<file path="src/rtl/forwarding_unit.sv">
// forwarding_unit: EX-stage bypass selects and MEM-to-MEM store forwarding with saturating event counters
module forwarding_unit #(
    parameter int REG_W = 4,
    parameter int CNT_W = 16
) (
    input  logic             clk,
    input  logic             rst,
    input  logic             xm_regwrite,
    input  logic             mw_regwrite,
    input  logic             xm_memwrite,
    input  logic [REG_W-1:0] xm_rd,
    input  logic [REG_W-1:0] xm_rt,
    input  logic [REG_W-1:0] mw_rd,
    input  logic [REG_W-1:0] dx_rs,
    input  logic [REG_W-1:0] dx_rt,
    output logic [1:0]       forwarda,
    output logic [1:0]       forwardb,
    output logic             forwardmm,
    output logic [CNT_W-1:0] xx_count,
    output logic [CNT_W-1:0] mx_count,
    output logic [CNT_W-1:0] mm_count
);
    logic             xm_ok, mw_ok;
    logic [CNT_W-1:0] xx_d, mx_d, mm_d, xx_q, mx_q, mm_q;
    always_comb begin
        xm_ok     = xm_regwrite && xm_rd != '0;
        mw_ok     = mw_regwrite && mw_rd != '0;
        forwarda  = (xm_ok && xm_rd == dx_rs) ? 2'b01 : (mw_ok && mw_rd == dx_rs) ? 2'b10 : 2'b00;
        forwardb  = (xm_ok && xm_rd == dx_rt) ? 2'b01 : (mw_ok && mw_rd == dx_rt) ? 2'b10 : 2'b00;
        forwardmm = xm_memwrite && mw_ok && mw_rd == xm_rt;
        xx_d      = ((forwarda == 2'b01 || forwardb == 2'b01) && xx_q != '1) ? xx_q + 1'b1 : xx_q;
        mx_d      = ((forwarda == 2'b10 || forwardb == 2'b10) && mx_q != '1) ? mx_q + 1'b1 : mx_q;
        mm_d      = (forwardmm && mm_q != '1) ? mm_q + 1'b1 : mm_q;
    end
    always_ff @(posedge clk) begin
        if (rst) begin
            xx_q <= '0;
            mx_q <= '0;
            mm_q <= '0;
        end else begin
            xx_q <= xx_d;
            mx_q <= mx_d;
            mm_q <= mm_d;
        end
    end
    assign xx_count = xx_q;
    assign mx_count = mx_q;
    assign mm_count = mm_q;
endmodule

</file>
<file path="config.mk">
export PLATFORM = sky130hd
export DESIGN_NAME = forwarding_unit
export DESIGN_NICKNAME = d
export VERILOG_FILES = /design/src/rtl/forwarding_unit.sv
export SDC_FILE = /design/constraint.sdc
export NUM_CORES = 1
export LEC_CHECK = 0
export BUFFER_PORTS_ARGS = -buffer_cell sky130_fd_sc_hd__buf_2
export CAP_MARGIN = 15
export CORE_UTILIZATION = 46
export DETAILED_ROUTE_END_ITERATION = 8
export GPL_TIMING_DRIVEN = 0
export MAX_ROUTING_LAYER = met4
export PLACE_DENSITY = 0.79
export RECOVER_POWER = 100
export SETUP_SLACK_MARGIN = 0.5
export SLEW_MARGIN = 20
export SYNTH_ARGS = -nofsm -noshare
export SYNTH_HDL_FRONTEND = slang
export SYNTH_SLANG_ARGS = --single-unit
</file>
<file path="constraint.sdc">
create_clock -name clk -period 1.85 [get_ports clk]
set_input_delay 0.2775 -clock clk [delete_from_list [all_inputs] [get_ports clk]]
set_output_delay 0.2775 -clock clk [all_outputs]
set_load 0.05 [all_outputs]
</file>
==> results of run 1 <==
-- flip-flops by register name (all words and copies together) (netlist names) --
| name | flops |
|---|---|
| mx_count | 16 |
| xx_count | 16 |
| mm_count | 16 |
-- worst paths after layout --
kind | end | start | slack, ns
setup / recovery | mx_count[12]$_SDFFE_PP0P_ | mx_count[1]$_SDFFE_PP0P_ | -0.11
hold / removal | mx_count[7]$_SDFFE_PP0P_ | rst | 0.51
setup reg to reg | mx_count[12]$_SDFFE_PP0P_ | mx_count[1]$_SDFFE_PP0P_ | -0.11
hold reg to reg | xx_count[6]$_SDFFE_PP0P_ | xx_count[6]$_SDFFE_PP0P_ | 0.53
-- per-layer routing --
| metal | wire length, um | GRT usage [%] | vias to the layer above |
|---|---|---|---|
| li1 | - | - | 1315 |
| met1 | 4040 | 33.9 | 1525 |
| met2 | 5890 | 55.5 | 202 |
| met3 | 711 | 6.43 | 91 |
| met4 | 971 | 18.7 | 0 |
| met5 | 0 | - | - |
-- area by class of cell --
class                      count  area [um^2]  area share (%)
buffer                        12         86.3            1.91
clock buffer                   6         72.6            1.61
clock inverter                 2         11.3           0.249
inverter                       3         11.3           0.249
multi-input combinational    234         2170            48.0
sequential                    48         1090            24.1
tap                           70         87.6            1.94
timing repair buffer         126          988            21.9
-- stage by stage --
stage | TNS [ns] | total power (uW)
detailed placement | -7.01 | 1230
finish | -0.154 | 2060
floorplan | -0.0346 | 1150
global route | -0.170 | 2120
global placement | -5.50 | 1220
CTS | 0 | 1930
-- logic make-up after synthesis --
logic type      share of synthesized area (%)
compound gates                           7.02
buf+inv                                  2.24
mux                                      3.80
simple gates                             29.2
flops                                    37.5
fa+ha+maj                                1.46
xor+xnor                                 18.8
-- worst max-delay path, delay by kind of cell (launching register included) --
kind	cells	cell delay [ns]
DFF	1	0.38
adders and majority gates	1	0.12
buffers and inverters	2	0.38
and+or+nand+nor	3	0.53
AOI/OAI and AO/OA	1	0.21
xor gates and xnor gates	1	0.20
-- cell usage in the layout (no fill, tap or decap), types with 7 or more instances in the layout --
master,Yosys,routed
nand4_1,23,23
and3_1,13,9
dfxtp_2,0,16
buf_4,0,27
buf_2,1,7
xnor2_1,25,12
buf_6,0,35
xnor2_2,0,10
xor2_1,30,27
nand3_2,0,11
nor2_1,52,46
dfxtp_4,0,29
buf_8,0,11
clkbuf_1,9,54
-- cells in the mapped netlist (all sizes together) --
cell / instances
and4: 5
o41ai: 1
nor4: 5
a41o: 1
nor3b: 1
nand3: 19
o31ai: 1
nand4: 23
nor3: 6
nor2b: 6
buf: 3
clkbuf: 9
a211oi: 4
or4: 1
dfxtp: 48
and2: 3
a311oi: 1
mux2: 6
o211ai: 2
a21oi: 6
inv: 3
or3: 2
nor2: 52
xor2: 30
mux2i: 3
a31oi: 1
nand2: 10
xnor2: 25
and3: 13
o21ai: 3
ha: 3
o41a: 1
-- power groups by stage --
stage               registers (uW)  clock network (uW)  logic, uW
floorplan                     1040                   0        114
global placement              1030                   0        195
detailed placement            1030                   0        200
CTS                            999                 635        295
global route                  1000                 709        408
finish                         999                 663        397
-- timing repair --
item / in CTS / in global routing
setup endpoints to repair: 54 / 60
endpoints found under the hold margin: 0 / 0
resized for setup: 91 / 79
pin swaps: 54 / 60
buffers inserted: 26 / 23
cloned: 1 / 0
==> impl_metrics.csv, run 1 <==
group,metric,value,unit
placed_design,gp_congestion,0.893,
layout,final_area,4520,um^2
global_route,gr-total-overflow,0,
sta,period_minus_slack,1.96,ns
synth,yosysWarnings,0,
clock_network,path_clk_slew,0.10,ns
floorplanning,fp-row-count,26,
global_route,grt_pass1_vias,2910,
pwr,power.share.switching,29.9,%
layout,area_growth,76.1,%
status,violations,"setup timing",
synth,synth_top_area_cell,"dfxtp_1",
layout,insertedDiodeCount,0,
setup_path,worstPathCellList,"ha_4 > and3_4 > nand4_1 > buf_4 > buf_4 > a211oi_2 > xnor2_1 > nor2_1",
floorplanning,start_util,49.0,%
sta,rsz0062_at_grt,"true",
clock_network,clk_latency,0.32,ns
route,drt_first_iter_violations,150,
clock_network,cts_tree,"built",
sta,holdWs,0.506,ns
placed_design,place_inst,443,
placed_design,placed_cell_area,3380,um^2
synth,synth_top_area_share,37.5,%
setup_path,crit_arrival,2.14,ns
sta,slew_headroom,53.3,%
route,drtPass1Iterations,4,
route,drtAntennaViolNets,0,
placed_design,io_buffer_count,76,
floorplanning,die_w,76.7,um
synth,syn_area,2560,um^2
global_route,grt_max_degree,15,
floorplanning,die_h,76.7,um
sta,fmax,511,MHz
sta,setup_viol,2,
synth,syn_area_per_cell,8.64,um^2
layout,fin_util,86.3,%
route,route.detailed.vias_per_inst,6.25,
placed_design,hpwl,4.75,mm
pwr,power_leakage,0.00170,uW
sta,tightest_slew,0.704,ns
pwr,max-vdd-ir-drop,0.353,mV
sta,fin_ws,-0.107,ns
synth,seq_area_frac_synth,37.5,%
synth,synth-seq-cells,48,
floorplanning,io_pins,78,
synth,synth_fp_nets,325,
setup_path,path_common_cell,"buf_4",
synth,synth.area.top_cells,"dfxtp_1, xor2_1, xnor2_1, nor2_1, nand4_1",
setup_path,cp-start-kind,"flip-flop",
route,wl_per_cell,23.2,um
synth,synth_cells,297,
placed_design,dp_slack,-0.460,ns
clock_network,root_buffer,"clkbuf_8",
route,drt_wl_total,11.6,mm
status,status,"finished, violations left",
pwr,p_sw,615,uW
clock_network,cts_sinks,48,
pwr,seqPwrFrac,48.5,%
run,maxCapViolCount,0,
global_route,grt.total_usage,32.1,%
setup_path,worstPathRequired,2.03,ns
layout,final_cells,501,
floorplanning,core,5240,um^2
sta,slew_violations,0,
pwr,p_comb_share,19.3,%
pwr,powerDensity,456,nW/um^2
pwr,power_frac_clock,32.2,%
setup_path,critical_path_class,"reg2reg",
clock_network,cts_htree_levels,2,
global_route,grt_pass1_wl,14.4,mm
sta,finalCritPeriodShare,106,%
global_route,antenna_found_initial,0,
setup_path,crit_fanout,3,
worst_hold_path,hp-class,"in2reg",
setup_path,critPathCaptureType,"flip-flop",
clock_network,holdBufCountCts,0,
clock_network,cts_buffers,5,
setup_path,r2r_cells,8,
layout,drive_gt1_share,51.0,%
route,drc,0,
pwr,p_int,1440,uW
floorplanning,dieArea,5880,um^2
setup_path,cpPeakStageDelay,0.38,ns
clock_network,cts_buffer_depth,2,
layout,final.fill_count,282,
synth,ys_types,38,
setup_path,cp_slowest_cell,"dfxtp_4",
layout,nNetsFinal,458,
sta,clock_skew,0.0123,ns
sta,hold_viol_final,0,
worst_hold_path,whs_path_depth,3,
route,vias,3133,
Power figures use the tool's default switching activity.
==> run 2: changes to the inputs <==
Settings changed: CELL_PAD_IN_SITES_DETAIL_PLACEMENT set to 0, CELL_PAD_IN_SITES_GLOBAL_PLACEMENT set to 2, CORE_UTILIZATION 46 to 27, GPL_ROUTABILITY_DRIVEN set to 0, PLACE_DENSITY 0.79 to 0.8, SKIP_LAST_GASP set to 1.
==> impl_metrics.csv, run 2 (synthesized netlist as in run 1, its figures left out) <==
group,metric,value,unit
clock_network,cts_buffers,5,
sta,setup_viol,0,
clock_network,root_buffer,"clkbuf_8",
global_route,grt_max_degree,15,
placed_design,io_buffer_count,76,
layout,final_cell_mix,"clkbuf_1, nor2_1, buf_4, xor2_1, dfxtp_4",
clock_network,cts_htree_levels,2,
pwr,seqPwrFrac,51.7,%
placed_design,place_inst,502,
layout,final_common_cell,"clkbuf_1",
floorplanning,die_h,99.5,um
floorplanning,core,9240,um^2
floorplanning,fp-row-count,35,
sta,slew_violations,0,
setup_path,cp-start-kind,"input pin",
setup_path,crit_arrival,2.03,ns
floorplanning,io_pins,78,
pwr,p_int,1410,uW
global_route,top_usage_layer,"met2",
pwr,max-vdd-ir-drop,0.206,mV
setup_path,critPathCaptureType,"flip-flop",
setup_path,worstPathRequired,2.07,ns
setup_path,crit_fanout,5,
route,route.detailed.vias_per_inst,4.69,
pwr,power.share.switching,27.0,%
placed_design,placed_cell_area,3450,um^2
global_route,gr-total-overflow,0,
layout,drive_gt1_share,47.6,%
sta,period_minus_slack,1.80,ns
sta,fmax,555,MHz
global_route,use_met1,20.3,%
status,status,"finished, final reports clean",
pwr,p_comb_share,16.6,%
route,drc,0,
layout,fin_util,47.4,%
pwr,powerDensity,442,nW/um^2
floorplanning,die_w,99.5,um
global_route,grt.total_usage,16.4,%
sta,clock_skew,0.00922,ns
route,drtPass1Iterations,4,
run,maxCapViolCount,0,
pwr,power_frac_clock,31.7,%
clock_network,holdBufCountCts,0,
route,drt_first_iter_violations,68,
worst_hold_path,hp-class,"in2reg",
sta,finalCritPeriodShare,97.5,%
route,wl_per_cell,13.7,um
global_route,grt_pass1_vias,2579,
route,drtAntennaViolNets,0,
global_route,grt_util_met3,2.88,%
sta,hold_viol_final,0,
layout,area_growth,70.7,%
sta,rsz0062_at_grt,"true",
pwr,power_leakage,0.00161,uW
clock_network,cts_tree,"built",
route,vias,2665,
pwr,p_sw,523,uW
sta,tns,0,ns
sta,slew_headroom,57.1,%
sta,tightest_slew,0.646,ns
route,drt_wl_total,7.80,mm
layout,insertedDiodeCount,0,
floorplanning,dieArea,9890,um^2
setup_path,critical_path_class,"in2reg",
clock_network,path_clk_slew,0.09,ns
clock_network,cts_buffer_depth,2,
global_route,antenna_found_initial,0,
floorplanning,start_util,27.8,%
layout,final_cells,568,
layout,final_area,4380,um^2
clock_network,clk_latency,0.30,ns
global_route,grt_pass1_wl,12.7,mm
clock_network,cts_sinks,48,
global_route,gr-usage-met2,27.9,%
layout,nNetsFinal,466,
placed_design,hpwl,5.06,mm
==> run 2: critical path, stage by stage <==
cell      delay (ns)
buf_8           0.11
xor2_2          0.17
nor4_2          0.34
o211ai_4        0.12
clkbuf_4        0.20
and2_4          0.17
or4_1           0.50
a21oi_1         0.13
==> run 2: what timing repair did <==
item	in CTS	in global routing
cloned	1	0
pin swaps	76	39
endpoints found under the setup margin	54	64
buffers inserted	48	9
resized for setup	91	49
==> run 2: power groups by stage <==
stage                     Clock (uW)  Sequential (uW)  Combinational, uW
after floorplan                    0             1040                114
after global routing             685             1000                345
after global placement             0             1030                202
after CTS                        652              999                304
final                            614             1000                321
after detailed placement           0             1030                204
==> run 2: worst paths after layout <==
check	start	endpoint	slack (ns)	depth (start not counted)
worst max-delay path	mw_rd[0]	mx_count[15]$_SDFFE_PP0P_	0.05	8
worst min register to register	xx_count[7]$_SDFFE_PP0P_	xx_count[7]$_SDFFE_PP0P_	0.52	2
worst min-delay path	rst	mx_count[6]$_SDFFE_PP0P_	0.50	3
worst max register to register	mx_count[1]$_SDFFE_PP0P_	mx_count[2]$_SDFFE_PP0P_	0.07	9
==> run 2: layout make-up <==
type | instances | area [um^2]
clock inverter | 2 | 11.3
timing repair buffer | 134 | 948
tap | 129 | 161
sequential | 48 | 1080
multi-input combinational | 234 | 2000
clock buffer | 6 | 72.6
buffer | 12 | 87.6
inverter | 3 | 11.3
fill | 917 | 4860
==> run 2: per-layer routing <==
| layer | vias up | part of all wire (%) |
|---|---|---|
| met4 | 0 | 0.92 |
| met1 | 1272 | 45 |
| met5 | - | 0 |
| met2 | 57 | 51 |
| met3 | 9 | 3.4 |
| li1 | 1327 | - |
==> run 2: per-stage QoR <==
stage | hold WS [ns] | total power, uW | worst slack (ns)
3_5_place_dp | 0.497 | 1230 | -0.490
5_1_grt | 0.542 | 2030 | -0.00939
2_1_floorplan | 0.581 | 1150 | -0.0242
4_1_cts | 0.500 | 1960 | 0.102
6_report | 0.502 | 1940 | 0.0470
3_3_place_gp | 0.494 | 1230 | -0.493
